## src/rtl/snake_pkg.sv

```systemverilog
// Shared constants and types for the snake game blocks: grid geometry,
// default food cell and the food generator state encoding.
package snake_pkg;

    localparam int unsigned SNAKE_GRID_W = 32;
    localparam int unsigned SNAKE_GRID_H = 24;
    localparam int unsigned COORD_W      = 5;
    localparam int unsigned ATT_W        = 7;

    localparam logic [COORD_W-1:0] FOOD_X_RST = 5'd16;
    localparam logic [COORD_W-1:0] FOOD_Y_RST = 5'd12;

    typedef enum logic [1:0] {
        ST_IDLE  = 2'd0,
        ST_DRAW  = 2'd1,
        ST_QUERY = 2'd2,
        ST_DONE  = 2'd3
    } food_state_e;

    function automatic logic in_grid(input logic [COORD_W-1:0] x,
                                     input logic [COORD_W-1:0] y,
                                     input int unsigned        w,
                                     input int unsigned        h);
        return (32'(x) < w) && (32'(y) < h);
    endfunction

endpackage

```

## src/rtl/snake_lfsr16.sv

```systemverilog
// Free-running 16-bit Galois LFSR (right-shifting), reloaded with SEED on reset.
module snake_lfsr16 #(
    parameter logic [15:0] SEED = 16'hACE1,
    parameter logic [15:0] TAPS = 16'hB400
) (
    input  logic        clk,
    input  logic        rst,
    output logic [15:0] lfsr_o
);

    logic [15:0] lfsr_q;
    logic [15:0] lfsr_d;

    always_comb begin
        lfsr_d = lfsr_q >> 1;
        if (lfsr_q[0]) begin
            lfsr_d = lfsr_d ^ TAPS;
        end
    end

    always_ff @(posedge clk or posedge rst) begin
        if (rst) begin
            lfsr_q <= SEED;
        end else begin
            lfsr_q <= lfsr_d;
        end
    end

    assign lfsr_o = lfsr_q;

endmodule

```

## src/rtl/food_gen_ctrl.sv

```systemverilog
// Food placement controller: draws pseudo-random cells, checks each against the
// snake body memory and commits the first free one as the new food position.
module food_gen_ctrl
    import snake_pkg::*;
#(
    parameter int unsigned GRID_W    = SNAKE_GRID_W,
    parameter int unsigned GRID_H    = SNAKE_GRID_H,
    parameter int unsigned MAX_TRIES = 64,
    parameter logic [15:0] LFSR_SEED = 16'hACE1
) (
    input  logic               clk,
    input  logic               rst,
    input  logic               gen_req,
    output logic               gen_done,
    output logic               gen_fail,
    output logic               q_valid,
    output logic [COORD_W-1:0] q_x,
    output logic [COORD_W-1:0] q_y,
    input  logic               q_ack,
    input  logic               q_hit,
    output logic [COORD_W-1:0] food_x,
    output logic [COORD_W-1:0] food_y,
    output logic               food_valid
);

    food_state_e        state_q, state_d;
    logic [ATT_W-1:0]   attempts_q, attempts_d;
    logic [COORD_W-1:0] cand_x_q, cand_x_d;
    logic [COORD_W-1:0] cand_y_q, cand_y_d;
    logic [COORD_W-1:0] food_x_q, food_x_d;
    logic [COORD_W-1:0] food_y_q, food_y_d;
    logic               food_valid_q, food_valid_d;
    logic               fail_q, fail_d;

    logic [15:0]        lfsr;
    logic [5:0]         lfsr_unused;
    logic [COORD_W-1:0] draw_x;
    logic [COORD_W-1:0] draw_y;
    logic [ATT_W-1:0]   att_inc;
    logic               draw_reject;
    logic               draw_last;
    logic               query_last;

    snake_lfsr16 #(
        .SEED (LFSR_SEED),
        .TAPS (16'hB400)
    ) u_lfsr (
        .clk    (clk),
        .rst    (rst),
        .lfsr_o (lfsr)
    );

    assign draw_x      = lfsr[COORD_W-1:0];
    assign draw_y      = lfsr[2*COORD_W-1:COORD_W];
    assign lfsr_unused = lfsr[15:10];

    // A candidate is thrown away without a query if it lies off-grid or would
    // leave the food where it already is.
    assign draw_reject = !in_grid(draw_x, draw_y, GRID_W, GRID_H) ||
                         (food_valid_q && (draw_x == food_x_q) && (draw_y == food_y_q));
    assign att_inc     = attempts_q + ATT_W'(1);
    assign draw_last   = (32'(att_inc) >= MAX_TRIES);
    assign query_last  = (32'(attempts_q) >= MAX_TRIES);

    always_comb begin
        state_d      = state_q;
        attempts_d   = attempts_q;
        cand_x_d     = cand_x_q;
        cand_y_d     = cand_y_q;
        food_x_d     = food_x_q;
        food_y_d     = food_y_q;
        food_valid_d = food_valid_q;
        fail_d       = fail_q;

        unique case (state_q)
            ST_IDLE: begin
                if (gen_req) begin
                    state_d    = ST_DRAW;
                    attempts_d = '0;
                    fail_d     = 1'b0;
                end
            end
            ST_DRAW: begin
                if (!gen_req) begin
                    state_d = ST_IDLE;
                end else begin
                    cand_x_d   = draw_x;
                    cand_y_d   = draw_y;
                    attempts_d = att_inc;
                    if (!draw_reject) begin
                        state_d = ST_QUERY;
                    end else if (draw_last) begin
                        state_d = ST_DONE;
                        fail_d  = 1'b1;
                    end
                end
            end
            ST_QUERY: begin
                // Dropping the request wins over an ack arriving in the same cycle.
                if (!gen_req) begin
                    state_d = ST_IDLE;
                end else if (q_ack) begin
                    if (!q_hit) begin
                        state_d      = ST_DONE;
                        food_x_d     = cand_x_q;
                        food_y_d     = cand_y_q;
                        food_valid_d = 1'b1;
                    end else if (query_last) begin
                        state_d = ST_DONE;
                        fail_d  = 1'b1;
                    end else begin
                        state_d = ST_DRAW;
                    end
                end
            end
            ST_DONE: begin
                if (!gen_req) begin
                    state_d = ST_IDLE;
                end
            end
            default: begin
                state_d = ST_IDLE;
            end
        endcase
    end

    always_ff @(posedge clk or posedge rst) begin
        if (rst) begin
            state_q      <= ST_IDLE;
            attempts_q   <= '0;
            cand_x_q     <= '0;
            cand_y_q     <= '0;
            food_x_q     <= FOOD_X_RST;
            food_y_q     <= FOOD_Y_RST;
            food_valid_q <= 1'b0;
            fail_q       <= 1'b0;
        end else begin
            state_q      <= state_d;
            attempts_q   <= attempts_d;
            cand_x_q     <= cand_x_d;
            cand_y_q     <= cand_y_d;
            food_x_q     <= food_x_d;
            food_y_q     <= food_y_d;
            food_valid_q <= food_valid_d;
            fail_q       <= fail_d;
        end
    end

    assign q_valid    = (state_q == ST_QUERY);
    assign gen_done   = (state_q == ST_DONE);
    assign gen_fail   = (state_q == ST_DONE) && fail_q;
    assign q_x        = cand_x_q;
    assign q_y        = cand_y_q;
    assign food_x     = food_x_q;
    assign food_y     = food_y_q;
    assign food_valid = food_valid_q;

endmodule

```

## config.mk

```make
export PLATFORM = sky130hd
export DESIGN_NAME = food_gen_ctrl
export DESIGN_NICKNAME = d
export VERILOG_FILES = /design/src/rtl/snake_pkg.sv /design/src/rtl/snake_lfsr16.sv /design/src/rtl/food_gen_ctrl.sv
export SDC_FILE = /design/constraint.sdc
export NUM_CORES = 1
export LEC_CHECK = 0
export CELL_PAD_IN_SITES_DETAIL_PLACEMENT = 1
export CELL_PAD_IN_SITES_GLOBAL_PLACEMENT = 2
export CORE_UTILIZATION = 37
export CTS_CLUSTER_DIAMETER = 60
export DETAILED_ROUTE_END_ITERATION = 10
export GPL_TIMING_DRIVEN = 0
export HOLD_SLACK_MARGIN = 0.05
export PLACE_DENSITY_LB_ADDON = 0.1
export SYNTH_ARGS = -nofsm -noshare
export SYNTH_HDL_FRONTEND = slang
export SYNTH_HIERARCHICAL = 1
export SYNTH_SLANG_ARGS = --single-unit
```

## constraint.sdc

```tcl
create_clock -name clk -period 2.1 [get_ports clk]
set_input_delay 0.42 -clock clk [delete_from_list [all_inputs] [get_ports clk]]
set_output_delay 0.42 -clock clk [all_outputs]
set_load 0.03 [all_outputs]
```

== Word level (Yosys, flattened, before mapping) ==
Cells that the tools add are included.

* Flip-flop bits (word level): 47
* Input bits: 5
* Output and inout port bits: 24
* Logic and storage cells: 67

* Add/subtract/negate cells: 1
* Order comparisons: 3
* Equal/unequal tests: 16
* Muxes and demuxes: 23
* Bitwise gates (word level): 2
* Reductions and logical operators: 13

{| class="wikitable"
|+ Operators with widths
! cell !! number
|-
| 2-bit 2-to-1 mux || 9
|-
| 16-bit 2-to-1 mux || 1
|-
| 7-bit >= comparator, second input constant || 2
|-
| 7-bit 2-to-1 mux || 2
|-
| 7-bit one-hot mux with 2 select lines || 1
|-
| 2-bit inequality test, second input constant || 6
|-
| 5-bit == test || 2
|-
| 9-bit AND reduction || 1
|-
| 1-bit 2-to-1 mux || 8
|-
| 2-bit one-hot mux with 4 select lines || 1
|-
| 4-bit AND reduction || 2
|-
| 7-bit by 1-bit adder with 7-bit output, second input constant || 1
|-
| 2-bit by 1-bit inequality test with 1-bit output, second input constant || 3
|-
| 5-bit < comparator, second input constant || 1
|-
| 2-bit == test, second input constant || 2
|-
| 4-bit inequality test, second input constant || 1
|-
| 3-bit inverter with 4-bit output || 1
|-
| 1-bit logical AND || 3
|-
| 3-bit by 2-bit inequality test with 1-bit output, second input constant || 1
|-
| 1-bit one-hot mux with 3 select lines || 1
|-
| 3-bit AND reduction || 1
|-
| 3-bit nonzero test || 1
|-
| 2-bit by 1-bit == test with 1-bit output, second input constant || 1
|-
| 2-bit zero test || 1
|-
| other kinds (5) || 5
|}

== Logic depth before layout (Yosys ltp) ==
* Word-level depth: 7
* Mapped depth: 7
* Gate-level depth less buffers: 7

== By module ==
Netlist, hierarchy kept.

{| class="wikitable"
|+ By module, submodules not included
! module !! times used !! cells each !! area each (um2) !! sequential area each (um2)
|-
| food_gen_ctrl || 1 || 141 || 1619.1 || 779.5
|-
| snake_lfsr16 || 1 || 33 || 538.0 || 410.4
|}

== Worst setup path before layout ==
Ideal clock, no wire load.

* Path type: flip-flop to flip-flop
* Start point: register state_q[0]
* End point: register food_x_q[0] (netlist: food_x[0])
* Library setup time: 125 ps
* Arrival time: 1515 ps
* Required time: 1975 ps
* Setup slack: 460 ps
* Cell stages (with the launch flop): 6
* Path buffers: 1
* Clock period less this slack: 1640 ps
* Cell sequence: dfrtp_1 -> inv_1 -> ha_1 -> nand4b_1 -> buf_2 -> mux2_2

* Longest elaborated chain between the ends: 2

{| class="wikitable"
|+ Ends and longest elaborated chain
! what !! line !! RTL
|-
| start, declared || food_gen_ctrl.sv:26 || <nowiki>food_state_e state_q, state_d;</nowiki>
|-
| start signal, assigned || food_gen_ctrl.sv:138 || <nowiki>state_q <= state_d;</nowiki>
|-
| 2-bit == test || n/a ||
|-
| via q_valid || food_gen_ctrl.sv:16 || <nowiki>output logic q_valid,</nowiki>
|-
| 4-bit AND reduction (no line) || n/a ||
|-
| end signal, assigned || food_gen_ctrl.sv:142 || <nowiki>food_x_q <= food_x_d;</nowiki>
|-
| end, declared || food_gen_ctrl.sv:30 || <nowiki>logic [COORD_W-1:0] food_x_q, food_x_d;</nowiki>
|}

The timed path passes the listed nets, and every way through them passes these cells.
A chain may end at the register's enable or synchronous reset.

== Worst setup path after layout ==
* Start point: register state_q[0]
* End point: output q_valid

* Longest elaborated chain between the ends: 1

{| class="wikitable"
|+ Ends and longest elaborated chain
! what !! line !! RTL
|-
| 2-bit == test || food_gen_ctrl.sv:149 || <nowiki>assign q_valid = (state_q == ST_QUERY);</nowiki>
|-
| end, declared || food_gen_ctrl.sv:16 ||
|}

Every way passes these cells.

==> summary.md <==
| Metric | Value |
|---|---|
| Status | `finished clean` |
| Critical path class | `reg -> out` |
| Sequential share of power | `0.461` |
| Row count | `27` |
| Root buf cell | `clkbuf_8` |
| Combinational power share | `0.291` |
| Layout Area Growth over Synthesis | `22.9%` |
| DRT iter0 DRCs | `55` |
| Vias per inst | `4.95` |
| Ports | `29` |
| Hold Crit Start | `u_lfsr/lfsr_o[12]$_DFF_PP0_` |
| Sw frac | `0.335` |
| Min Hold Slack | `0.358 ns` |
| Die width | `78.0 µm` |
| Die area | `6080 µm²` |
| Maximum buffer depth of the clock tree | `2` |
| Post-detail-place hpwl | `3130 µm` |
| Initial antenna violation count | `0` |
| Slowest stage delay, CP | `0.44 ns` |
| Worst Setup End Kind | `output port` |
| Overall routing resource usage | `0.164` |
| Total power | `2.25 mW` |
| R2R Path Start | `u_lfsr/lfsr_o[0]$_DFF_PP1_` |
| Commonest cells after routing, fill and taps aside | `dfrtp_1 (36), clkdlybuf4s50_1 (25), mux2_2 (20)` |
| Post-route worst setup slack | `0.150 ns` |
| Worst Path Buf+Inv | `2` |
| Final min period | `1.95 ns` |
| Family with the most delay on the worst path | `buffers and inverters` |
| Mapped cell area | `2130 µm²` |
| Gpl congestion | `0.792` |
| Crit-path slowest cell | `dlygate4sd2_1` |
| DR vias | `1385` |
| Final core utilization | `0.474` |
| Critical Path RT | `1.68 ns` |
| CTS tree | `done` |
| Hold Fails Final Rpt | `0` |
| CP startpoint kind | `flop` |
| Largest net degree at the start of global routing | `32` |
| Fin crit share | `0.928` |
| CTS H-tree depth | `2` |
| Max-cap violations | `0` |
| Clock share of power | `0.249` |
| # DRC | `0` |
| LEAKAGE | `1.21 nW` |
| Pwr Density | `856 nW/µm²` |
| Worst-Margin Slew | `0.585 ns` |
| Final Max Tran Viols | `0` |
| Hold Crit Class | `reg -> reg` |
| Clk_lat worst skew | `0.29 ns` |
| Ratio of cells with drive above 1 in the final layout | `0.279` |
| Gate Count Post-Synth | `171` |
| Slew margin rel. | `0.610` |
| Starting density of the core | `0.385` |
| Gr ovfl total | `0` |
| First-pass GRT wire length | `7620 µm` |
| Post-place setup slack | `0.0920 ns` |
| CP Max Fanout | `6` |
| Worst r2r dst | `state_q[1]$_DFFE_PP0P_` |
| I/O Buffers | `28` |
| Hold EP | `u_lfsr/lfsr_o[11]$_DFF_PP1_` |
| CP arrival | `1.53 ns` |
| Avg WL per Cell | `15.4 µm` |
| RSZ-0062 raised after global routing | `no` |
| Final net count | `217` |
| Internal | `1.49 mW` |
| Worst-path clk slew | `0.08 ns` |
| Placeable Area | `5540 µm²` |
| CTS Sinks | `47` |
| Register-to-register setup slack | `0.24 ns` |
| Vias in the first global route | `1467` |
| Worst hold stages | `0` |
| Antenna diodes | `0` |
| Die H | `78.0 µm` |
| Commonest non-fill, non-tap cell in the layout | `dfrtp_1` |
| Mapped Nets | `181` |
| # setup viols final | `0` |
| Routed Antenna Nets | `0` |
| Switching pwr | `753 µW` |
| VDD IR-drop max | `0.450 mV` |
| R2R depth | `6` |
| Fin Setup TNS | `0 ns` |
| Cts bufs inserted | `5` |
| Fmax achieved | `513 MHz` |
| Syn_area_per_cell | `12.5 µm²` |
| Worst Skew | `0.00259 ns` |
| Synth warnings | `6` |
| Routed wire length | `4310 µm` |
| Worst path cell trace | `inv_1 > ha_1 > dlygate4sd2_1` |
| Pre-antenna DRT Iters | `4` |
cell type report:
type | count | area (µm²)
plain buffers | 14 | 100
well taps | 72 | 90.1
flip-flops and latches | 47 | 1190
clock buffers | 7 | 86.3
multi-input cells | 102 | 815
clock inverters | 1 | 8.76
inverters | 8 | 30.0
repair buffers | 29 | 304
fillers | 593 | 2920
worst max path at each step:
| stage | depth (start not counted) | start | slack (ns) | end |
|---|---|---|---|---|
| 4_1_cts | 1 | food_y[2]$_DFFE_PP1P_ | 0.14 | food_y[2] |
| 2_1_floorplan | 5 | state_q[0]$_DFFE_PP0P_ | 0.46 | food_x[0]$_DFFE_PP0P_ |
| 3_5_place_dp | 2 | rst | 0.09 | attempts_q[5]$_DFFE_PP0P_ |
| 6_report | 3 | state_q[0]$_DFFE_PP0P_ | 0.15 | q_valid |
| 3_3_place_gp | 6 | gen_req | 0.12 | fail_q$_DFFE_PP0P_ |
| 5_1_grt | 3 | state_q[0]$_DFFE_PP0P_ | 0.05 | q_valid |
stage by stage:
stage          cell area (µm²)  instances
2_1_floorplan             2130        171
3_3_place_gp              2500        271
3_5_place_dp              2500        271
4_1_cts                   2600        279
5_1_grt                   2620        280
6_report                  2620        280
power by group through the flow:
stage	sequential (mW)	combinational (mW)	clock (mW)
finish	1.03	0.653	0.558
global placement	1.05	0.648	0
CTS	1.04	0.658	0.584
global route	1.05	0.737	0.617
detailed placement	1.05	0.667	0
floorplan	1.05	0.465	0
flip-flops by register name (all words and copies together), names as in the netlist:
name           count
attempts_q         7
fail_q             1
food_valid         1
food_x             5
food_y             5
q_x                5
q_y                5
state_q            2
u_lfsr/lfsr_o     16
what timing repair did:
action                                 CTS  global route
setup buffers                            0             0
hold buffers                             0             0
gates resized for setup                  3             0
setup endpoints to repair                3             0
endpoints found under the hold margin    0             0
routing by layer:
metal  track usage  share of wire
met1         0.232           0.50
met2         0.256           0.46
met3        0.0376          0.029
met4        0.0389         0.0079
met5             0              0
(Power assumes the default switching activity.)
